### config.mk
export PLATFORM = sky130hd
export DESIGN_NAME = t05_bitstream_arbiter
export DESIGN_NICKNAME = d
export VERILOG_FILES = /design/src/rtl/t05_bitstream_arbiter.sv
export SDC_FILE = /design/constraint.sdc
export NUM_CORES = 1
export LEC_CHECK = 0
export CAP_MARGIN = 5
export CORE_ASPECT_RATIO = 1.1
export CORE_MARGIN = 2
export CORE_UTILIZATION = 45
export DETAILED_ROUTE_END_ITERATION = 10
export GPL_ROUTABILITY_DRIVEN = 1
export PLACE_DENSITY_LB_ADDON = 0.12
export SLEW_MARGIN = 15
export SYNTH_ARGS = -nofsm -noshare
export SYNTH_HDL_FRONTEND = slang
export SYNTH_SLANG_ARGS = --single-unit
### constraint.sdc
create_clock -name clk -period 4 [get_ports clk]
set_input_delay 0.8 -clock clk [delete_from_list [all_inputs] [get_ports clk]]
set_output_delay 0.8 -clock clk [all_outputs]
set_load 0.005 [all_outputs]
### src/rtl/t05_bitstream_arbiter.sv
// Two-source bit-serial packer: grants one producer per session, packs bits MSB-first
// into WORD_W-bit words and writes them to SRAM over a req/ack port, with zero-padded flush.
//
//   state   | meaning
//   --------+---------------------------------------------------------
//   IDLE    | no owner; arbitrates src0 > src1 > flush
//   SRC0    | src0 owns the packer, bits accepted
//   SRC1    | src1 owns the packer, bits accepted
//   WAIT_WR | full word on wr_data, waiting for wr_ack
//   FLUSH   | write out the partial word (if any), padded with zeros
//   FIN     | flush_done pulse, then back to IDLE
module t05_bitstream_arbiter #(
    parameter int WORD_W    = 32,
    parameter int ADDR_W    = 16,
    parameter int BASE_ADDR = 0
) (
    input  logic              clk,
    input  logic              nrst,
    input  logic              src0_req,
    input  logic              src0_bit,
    input  logic              src0_valid,
    input  logic              src0_done,
    output logic              src0_gnt,
    output logic              src0_ready,
    input  logic              src1_req,
    input  logic              src1_bit,
    input  logic              src1_valid,
    input  logic              src1_done,
    output logic              src1_gnt,
    output logic              src1_ready,
    input  logic              flush,
    output logic              wr_req,
    output logic [ADDR_W-1:0] wr_addr,
    output logic [WORD_W-1:0] wr_data,
    input  logic              wr_ack,
    output logic [31:0]       total_bits,
    output logic              flush_done,
    output logic              busy
);

    localparam int CNT_W = $clog2(WORD_W) + 1;

    localparam logic [2:0] ST_IDLE    = 3'd0;
    localparam logic [2:0] ST_SRC0    = 3'd1;
    localparam logic [2:0] ST_SRC1    = 3'd2;
    localparam logic [2:0] ST_WAIT_WR = 3'd3;
    localparam logic [2:0] ST_FLUSH   = 3'd4;
    localparam logic [2:0] ST_FIN     = 3'd5;

    logic [2:0]        state;
    logic [2:0]        ret_state;
    logic [WORD_W-1:0] sr;
    logic [WORD_W-1:0] sr_next;
    logic [CNT_W-1:0]  cnt;
    logic [CNT_W-1:0]  shamt;
    logic              accept;
    logic              acc_bit;
    logic              sess_done;
    logic              word_full;

    assign src0_ready = src0_gnt && (state == ST_SRC0);
    assign src1_ready = src1_gnt && (state == ST_SRC1);
    assign busy       = (state != ST_IDLE);

    always_comb begin
        accept    = (src0_valid && src0_ready) || (src1_valid && src1_ready);
        acc_bit   = src1_ready ? src1_bit : src0_bit;
        sess_done = (src0_done && src0_ready) || (src1_done && src1_ready);
        sr_next   = {sr[WORD_W-2:0], acc_bit};
        word_full = accept && (cnt == CNT_W'(WORD_W - 1));
        // Left-align the partial word so the first accepted bit lands on the MSB.
        shamt     = CNT_W'(WORD_W) - cnt;
    end

    always_ff @(posedge clk or negedge nrst) begin
        if (!nrst) begin
            state      <= ST_IDLE;
            ret_state  <= ST_IDLE;
            src0_gnt   <= 1'b0;
            src1_gnt   <= 1'b0;
            sr         <= '0;
            cnt        <= '0;
            wr_req     <= 1'b0;
            wr_addr    <= ADDR_W'(BASE_ADDR);
            wr_data    <= '0;
            total_bits <= '0;
            flush_done <= 1'b0;
        end else begin
            flush_done <= 1'b0;
            case (state)
                ST_IDLE: begin
                    if (src0_req) begin
                        src0_gnt <= 1'b1;
                        state    <= ST_SRC0;
                    end else if (src1_req) begin
                        src1_gnt <= 1'b1;
                        state    <= ST_SRC1;
                    end else if (flush) begin
                        state <= ST_FLUSH;
                    end
                end
                ST_SRC0, ST_SRC1: begin
                    if (accept) begin
                        sr         <= sr_next;
                        cnt        <= cnt + CNT_W'(1);
                        total_bits <= total_bits + 32'd1;
                    end
                    if (word_full) begin
                        wr_data   <= sr_next;
                        wr_req    <= 1'b1;
                        cnt       <= '0;
                        state     <= ST_WAIT_WR;
                        ret_state <= sess_done ? ST_IDLE : state;
                    end else if (sess_done) begin
                        state <= ST_IDLE;
                    end
                    if (sess_done) begin
                        src0_gnt <= 1'b0;
                        src1_gnt <= 1'b0;
                    end
                end
                ST_WAIT_WR: begin
                    if (wr_req && wr_ack) begin
                        wr_req  <= 1'b0;
                        wr_addr <= wr_addr + ADDR_W'(1);
                        state   <= ret_state;
                    end
                end
                ST_FLUSH: begin
                    if (cnt == '0) begin
                        state      <= ST_FIN;
                        flush_done <= 1'b1;
                    end else if (!wr_req) begin
                        wr_data <= sr << shamt;
                        wr_req  <= 1'b1;
                    end else if (wr_ack) begin
                        wr_req     <= 1'b0;
                        wr_addr    <= wr_addr + ADDR_W'(1);
                        cnt        <= '0;
                        state      <= ST_FIN;
                        flush_done <= 1'b1;
                    end
                end
                ST_FIN: begin
                    state <= ST_IDLE;
                end
                default: begin
                    state <= ST_IDLE;
                end
            endcase
        end
    end

endmodule

# Yosys cells after proc, flatten, opt, wreduce, memory -nomap -nowiden
# Cells that the tools add are included.
[classes]
addsub = 4
eq_ne = 19
shift = 1
n_reduce_logical = 27
mux = 42
[op_table]
columns = ["op", "n"]
rows = [
  ["two-way mux 32 bit", 3],
  ["two-way mux 16 bit", 4],
  ["case mux 32 bit (2 select lines)", 1],
  ["adder 32 x 1 -> 32 bit, second input constant", 1],
  ["case mux 16 bit (2 select lines)", 1],
  ["left shift 32 x 6 -> 32 bit", 1],
  ["two-way mux 6 bit", 5],
  ["two-way mux 3 bit", 9],
  ["inequality test 2 bit, second input constant", 10],
  ["adder 16 x 1 -> 16 bit, second input constant", 1],
  ["AND reduction 4 bit", 4],
  ["two-way mux 1 bit", 14],
  ["case mux 3 bit (4 select lines)", 1],
  ["case mux 6 bit (2 select lines)", 1],
  ["AND reduction 5 bit", 2],
  ["inequality test 3 bit, second input constant", 3],
  ["logical AND 1 bit", 8],
  ["adder 6 x 1 -> 6 bit, second input constant", 1],
  ["== test 3 x 2 -> 1 bit, second input constant", 2],
  ["== test 6 x 5 -> 1 bit, second input constant", 1],
  ["zero test 6 bit", 1],
  ["nonzero test 2 bit", 3],
  ["nonzero test 3 bit", 2],
  ["subtractor 6 bit, first input constant", 1],
  ["other kinds (10)", 13],
]
[word_totals]
word_cells = 104
out_inout_bits = 87
in_bits = 12
regBits = 128

# Longest topological paths before layout
# Gate-level depths: netlist (run 1).
[logic_depth]
depth_word = 7
depth_mapped = 13
ltp_nobuf = 7

# Worst setup path after synthesis (run 1)
# Ideal clock, no wire load.
[synth_timing]
kind = "register to register"
start = "reg cnt[0]"
end = "reg wr_data[25]"
period_less_slack_ns = 2.927
path_slack_ns = 1.073
stages_incl_launch_ff = 14
required_time_ns = 3.875
setup_time_ns = 0.125
path_buffers = 6
arrival_ns = 2.803
cell_sequence = "dfrtp_1 buf_6 buf_6 inv_1 buf_4 ha_1 buf_6 buf_6 buf_2 mux4_2 mux2_2 mux2i_1 o221ai_1 mux2_2"
[synth_between]
elab_chain_cells = 5
elab_cells_between_ends = 11
classes_between = "add/sub: 1; eq/ne: 3; shift: 1; mux: 3; reduce/logical: 3"
[synth_rtl]
columns = ["item", "line", "text"]
rows = [
  ["start: declaration", "54", "logic [CNT_W-1:0] cnt;"],
  ["start signal: assignment", "105", "cnt <= cnt + CNT_W'(1);"],
  ["subtractor 6 bit", "72", "shamt = CNT_W'(WORD_W) - cnt;"],
  ["left shift 32 x 6 -> 32 bit", "134", "wr_data <= sr << shamt;"],
  ["two-way mux 32 bit", "133", "end else if (!wr_req) begin"],
  ["two-way mux 32 bit", "130", "if (cnt == '0) begin"],
  ["case mux 32 bit (2 select lines)", "90", "case (state)"],
  ["end signal: assignment", "109", "wr_data <= sr_next;"],
  ["end signal: assignment", "134", ""],
  ["end: declaration", "34", "output logic [WORD_W-1:0] wr_data,"],
]
# Parallel ways exist; a longest one is shown, timed or not. The select of a mux whose other input is x is not followed.
# A chain may end at the register's enable or synchronous reset.

# Worst setup path in the final report (run 1)
[layout_timing]
start = "reg cnt[0]"
end = "reg wr_data[20]"
# Same word-level chain as after synthesis.

==> results.ini, run 1 <==
[power]
power_leakage_nw=3.88
ir_worst_vdd_uv=364
cellPowerDensity_nw_per_um2=683
p_total_mw=6.33

[global_route]
grt_max_degree=129
grt_usage_pct=23.6
grt_pass1_wl_microns=33300
grt_overflow_total=0
antenna_found_initial=0
grt_pass1_vias=6089

[layout]
nets=852
final_core_util_pct=56.4
diodes=0
layout_common_cells=nand2_1, dfrtp_1, clkdlybuf4s50_1, nor2_1, mux2i_1
drive_gt1_share_pct=11.9
layout.cells.most_common=nand2_1
n_fill_cell=1442
area_delta_synth_final_pct=21.8

[run_status]
status=completed

[drt]
drtPass1Iterations=8
wirelength_microns=20500
remaining_drc_errors=0
vias=6298
avgViaCountPerCell=5.98
antenna_left=0
post_drt_wl_per_cell_microns=19.5
first_iter_violations=539

[clocking]
ctsResizeCount=0
cts_inserted_buffers=17
htreeDepth=4
cts_hold_buf=0
cts_setup_buffers=0
cts_tree=yes
clk_latency_ps=420
cts_root_buf=clkbuf_16
cts.sinks=128
cts.clk_slew.worst_paths_ps=60
cts_max_path_buffers=2

[setup_path]
crit_required_ps=4300
arrival_ps=3510
path_class=reg2reg
worst-path-max-fanout=20
cp-end-kind=flip-flop
setup.worst_path.start_class=flip-flop

[synth]
synth_ff_type=dfrtp_1
yosys_warnings=0
syn_avg_cell_area_sq_um=10.1
synth_nets=766
async_flop_share_pct=100
synth_edf_count=0
ys_seq_elements=128
seq_area_frac_synth_pct=42.1
syn_area_sq_um=7600
netlist_instances=750
yosysUniqueCellTypes=73

[worst_hold_path]
hold_path_class=in2async

[timing]
max_freq_ghz=0.311
finalCritPeriodShare_pct=80.3
rsz0062_at_grt=false
setup_tns_ps=0
tightest_slew_ps=784
maxSlewViolCount=0
hold_viol_final=0
period_minus_slack_ps=3210
relSlewSlack_pct=47.2
setup_viol=0
fin_skew_ps=9.43

[placed_design]
hpwl_microns=14000
io_buffer_count=98
gp_congestion=0.917

[floorplanning]
core_sq_um=16400
rows=49
die_area_sq_um=18000
fp.dieH_microns=140
ios=99
start_util_pct=46.3
die_w_microns=128

[flow_run]
cap_violations=0

-- cell usage after synthesis, types with 6 or more instances --
master | n | share of area, %
mux2i_1 | 38 | 5.0
a21oi_1 | 16 | 1.1
a211oi_1 | 6 | 0.59
nor3_1 | 15 | 0.99
o22a_1 | 6 | 0.69
inv_1 | 9 | 0.44
buf_4 | 6 | 0.59
mux4_2 | 17 | 5.0
xnor2_1 | 37 | 4.3
o21ai_0 | 11 | 0.72
and3_1 | 7 | 0.58
a31oi_1 | 8 | 0.66
a211o_1 | 6 | 0.69
clkbuf_1 | 10 | 0.49
dfrtp_1 | 128 | 42
o21a_1 | 9 | 0.89
buf_6 | 6 | 0.89
buf_2 | 22 | 1.4
mux4_1 | 7 | 2.4
or3_1 | 7 | 0.58
nand3_1 | 30 | 2.0
and2_1 | 9 | 0.74
nor2_1 | 41 | 2.0
nand2_1 | 163 | 8.0
nand4_1 | 9 | 0.74
xor2_1 | 11 | 1.3
mux2_2 | 19 | 2.8
-- where the power goes --
group / total [mW] / switching (mW) / internal (mW)
Sequential: 1.92 / 0.358 / 1.57
Clock: 1.43 / 0.587 / 0.847
Combinational: 2.97 / 1.58 / 1.38
-- registers in the layout (all words and copies together), names as in the netlist --
signal / cells
total_bits: 32
ret_state: 3
src1_gnt: 1
wr_addr: 16
flush_done: 1
src0_gnt: 1
sr: 32
wr_req: 1
wr_data: 32
cnt: 6
state: 3
-- metrics by stage --
stage	cell area, sq um	hold slack [ps]	worst slack [ps]	std cells
6_report	9260	462	789	1053
5_1_grt	9260	505	603	1053
4_1_cts	9260	476	798	1053
3_5_place_dp	8710	462	808	1021
3_3_place_gp	8710	460	871	1021
2_1_floorplan	7600	438	1070	750
-- worst paths after layout --
| kind | cells after the start | slack (ps) | startpoint | to |
|---|---|---|---|---|
| setup / recovery | 8 | 790 | cnt[0] | wr_data[20] |
| hold / removal | 2 | 460 | nrst | sr[26] |
| setup reg to reg | 8 | 790 | cnt[0] | wr_data[20] |
| hold reg to reg | 1 | 470 | wr_addr[15] | wr_addr[15] |
| max in group asynchronous | 2 | 2960 | nrst | wr_data[9] |
| min in group clk | 1 | 470 | wr_addr[15] | wr_addr[15] |
-- routing by layer --
metal	vias up	share of wire (%)	GRT usage, %
li1	2883	-	-
met1	3130	44	31.9
met2	248	48	37.3
met3	37	5.7	5.12
met4	0	2.5	8.68
met5	-	0	0
-- layout make-up --
type / instances / area (sq um) / share of cell area, %
repair buffers: 114 / 1110 / 12.0
flip-flops and latches: 128 / 3200 / 34.6
multi-input cells: 566 / 4110 / 44.4
clock buffers: 17 / 425 / 4.59
inverters: 9 / 33.8 / 0.365
clock inverters: 15 / 121 / 1.31
well taps: 204 / 255 / 2.76
-- cells by family (layout without fill, tap and decap cells) --
family	after synthesis	after routing	share of synthesized area (%)
buffers and inverters	56	155	4.02
AND/OR/NAND/NOR	308	308	19.1
AO/OA/AOI/OAI	122	122	12.6
multiplexers	81	81	15.3
adder cells (fa/ha/maj)	5	5	0.790
XOR/XNOR	50	50	6.11
flip-flops	128	128	42.1
-- critical path: stages (launching register included) --
cell	delay (ps)
dfrtp_1	520
inv_1	100
ha_1	650
buf_4	410
mux2i_1	260
mux2i_1	160
mux4_2	490
and2_1	170
o32a_1	330
No activity file was read; power rests on OpenSTA's default activity.
==> run 2: changes to the inputs <==
==> constraint.sdc (replaced) <==
create_clock -name clk -period 3.3 [get_ports clk]
set_input_delay 0.66 -clock clk [delete_from_list [all_inputs] [get_ports clk]]
set_output_delay 0.66 -clock clk [all_outputs]
set_load 0.005 [all_outputs]
==> results.ini, run 2 (synthesis gave the netlist of run 1 again) <==
[timing]
finalCritPeriodShare_pct=86.8
max_freq_ghz=0.349
fin_skew_ps=10.9
setup_viol=0
tightest_slew_ps=937
relSlewSlack_pct=37.4
hold_viol_final=0
setup_tns_ps=0
period_minus_slack_ps=2860
maxSlewViolCount=0
rsz0062_at_grt=false

[clocking]
cts_inserted_buffers=17
cts_max_path_buffers=2
cts_root_buf=clkbuf_16
cts_setup_buffers=0
cts_hold_buf=0
ctsResizeCount=0
htreeDepth=4
cts_tree=yes
clk_latency_ps=420
cts.clk_slew.worst_paths_ps=60
cts.sinks=128

[layout]
nets=859
area_delta_synth_final_pct=23.2
n_fill_cell=1446
layout_common_cells=nand2_1, dfrtp_1, clkdlybuf4s50_1, nor2_1, mux2i_1
reg_top3=sr (32), total_bits (32), wr_data (32)
diodes=0
drive_gt1_share_pct=12.4
layout.cells.most_common=nand2_1

[placed_design]
io_buffer_count=98
gp_congestion=0.908
hpwl_microns=14700

[drt]
wirelength_microns=20700
drtPass1Iterations=5
first_iter_violations=382
avgViaCountPerCell=5.88
antenna_left=0
remaining_drc_errors=0
post_drt_wl_per_cell_microns=19.6
vias=6232

[power]
power_leakage_nw=3.93
ir_worst_vdd_uv=433
cellPowerDensity_nw_per_um2=841
p_total_mw=7.88

[flow_run]
cap_violations=0

[setup_path]
cpMaxStageDelayCell=mux4_2
startpoint=cnt[1]
reg2reg_from=cnt[1]
crit_required_ps=3600
cp-end-kind=flip-flop
path_buf_inv=2
worst-path-max-fanout=42
path_class=reg2reg
arrival_ps=3160
cp_top_family=multiplexers
setup.worst_path.start_class=flip-flop
crit_chain=inv_1, ha_1, buf_12, mux2_2, mux4_2, mux2i_1, o211ai_1, o32a_1
crit_path_max_incr_delay_ps=510

[floorplanning]
ios=99
start_util_pct=46.3
die_area_sq_um=18000
fp.dieH_microns=140
rows=49
core_sq_um=16400
die_w_microns=128

[global_route]
grt_max_degree=50
grt_pass1_vias=6247
grt_overflow_total=0
grt_usage_pct=24.3
antenna_found_initial=0
grt_pass1_wl_microns=34200

[worst_hold_path]
hold_path_class=in2async

[run_status]
status=completed

## run 2: cell type report
type                       instances  area (sq um)  share of cell area, %
multi-input combinational        566          4110                   43.9
sequential                       128          3200                   34.2
timing repair buffer             121          1190                   12.7
clock buffer                      19           443                   4.73
tap                              204           255                   2.72
clock inverter                    12           136                   1.46
inverter                           9          33.8                  0.361
## run 2: worst reg2reg max path: cells and delay by family, from the launching register on
| kind | cells | cell delay, ps |
|---|---|---|
| buf+inv | 2 | 340 |
| compound gates | 2 | 450 |
| fa+ha+maj | 1 | 330 |
| mux | 3 | 1130 |
| flops | 1 | 500 |
## run 2: report_power, final
part	switching [mW]	leakage (nW)	total, mW	internal [mW]
sequential	0.416	1.65	2.32	1.90
clock	0.728	0.276	1.86	1.13
combinational	1.94	2.01	3.70	1.77
## run 2: final timing paths
| path | end | slack (ps) | depth (start not counted) |
|---|---|---|---|
| min in group clk | sr[31] | 470 | 2 |
| max in group asynchronous | wr_addr[11] | 2110 | 2 |
| setup / recovery | wr_data[30] | 440 | 8 |
| setup reg to reg | wr_data[30] | 440 | 8 |
| hold / removal | sr[18] | 270 | 1 |
| hold reg to reg | sr[31] | 470 | 2 |
## run 2: metal layers
layer  up-vias  routed length, microns  part of all wire [%]  global-route usage (%)
met5         -                       0                     0                       0
met4         0                     697                   3.4                    10.9
met3        54                     951                   4.6                    4.35
met2       206                    9810                    47                    38.5
met1      3076                    9250                    45                    32.6
li1       2896                       -                     -                       -
## run 2: through the flow
stage | setup slack, ps | instances | hold slack (ps) | instance area [sq um] | utilization (%)
finish | 437 | 1059 | 275 | 9370 | 57.0
global route | 312 | 1059 | 320 | 9370 | 57.0
detailed placement | 470 | 1028 | 460 | 8790 | 53.5
CTS | 449 | 1059 | 281 | 9370 | 57.0
global placement | 535 | 1028 | 453 | 8790 | 53.5
floorplan | 373 | 750 | 364 | 7600 | -
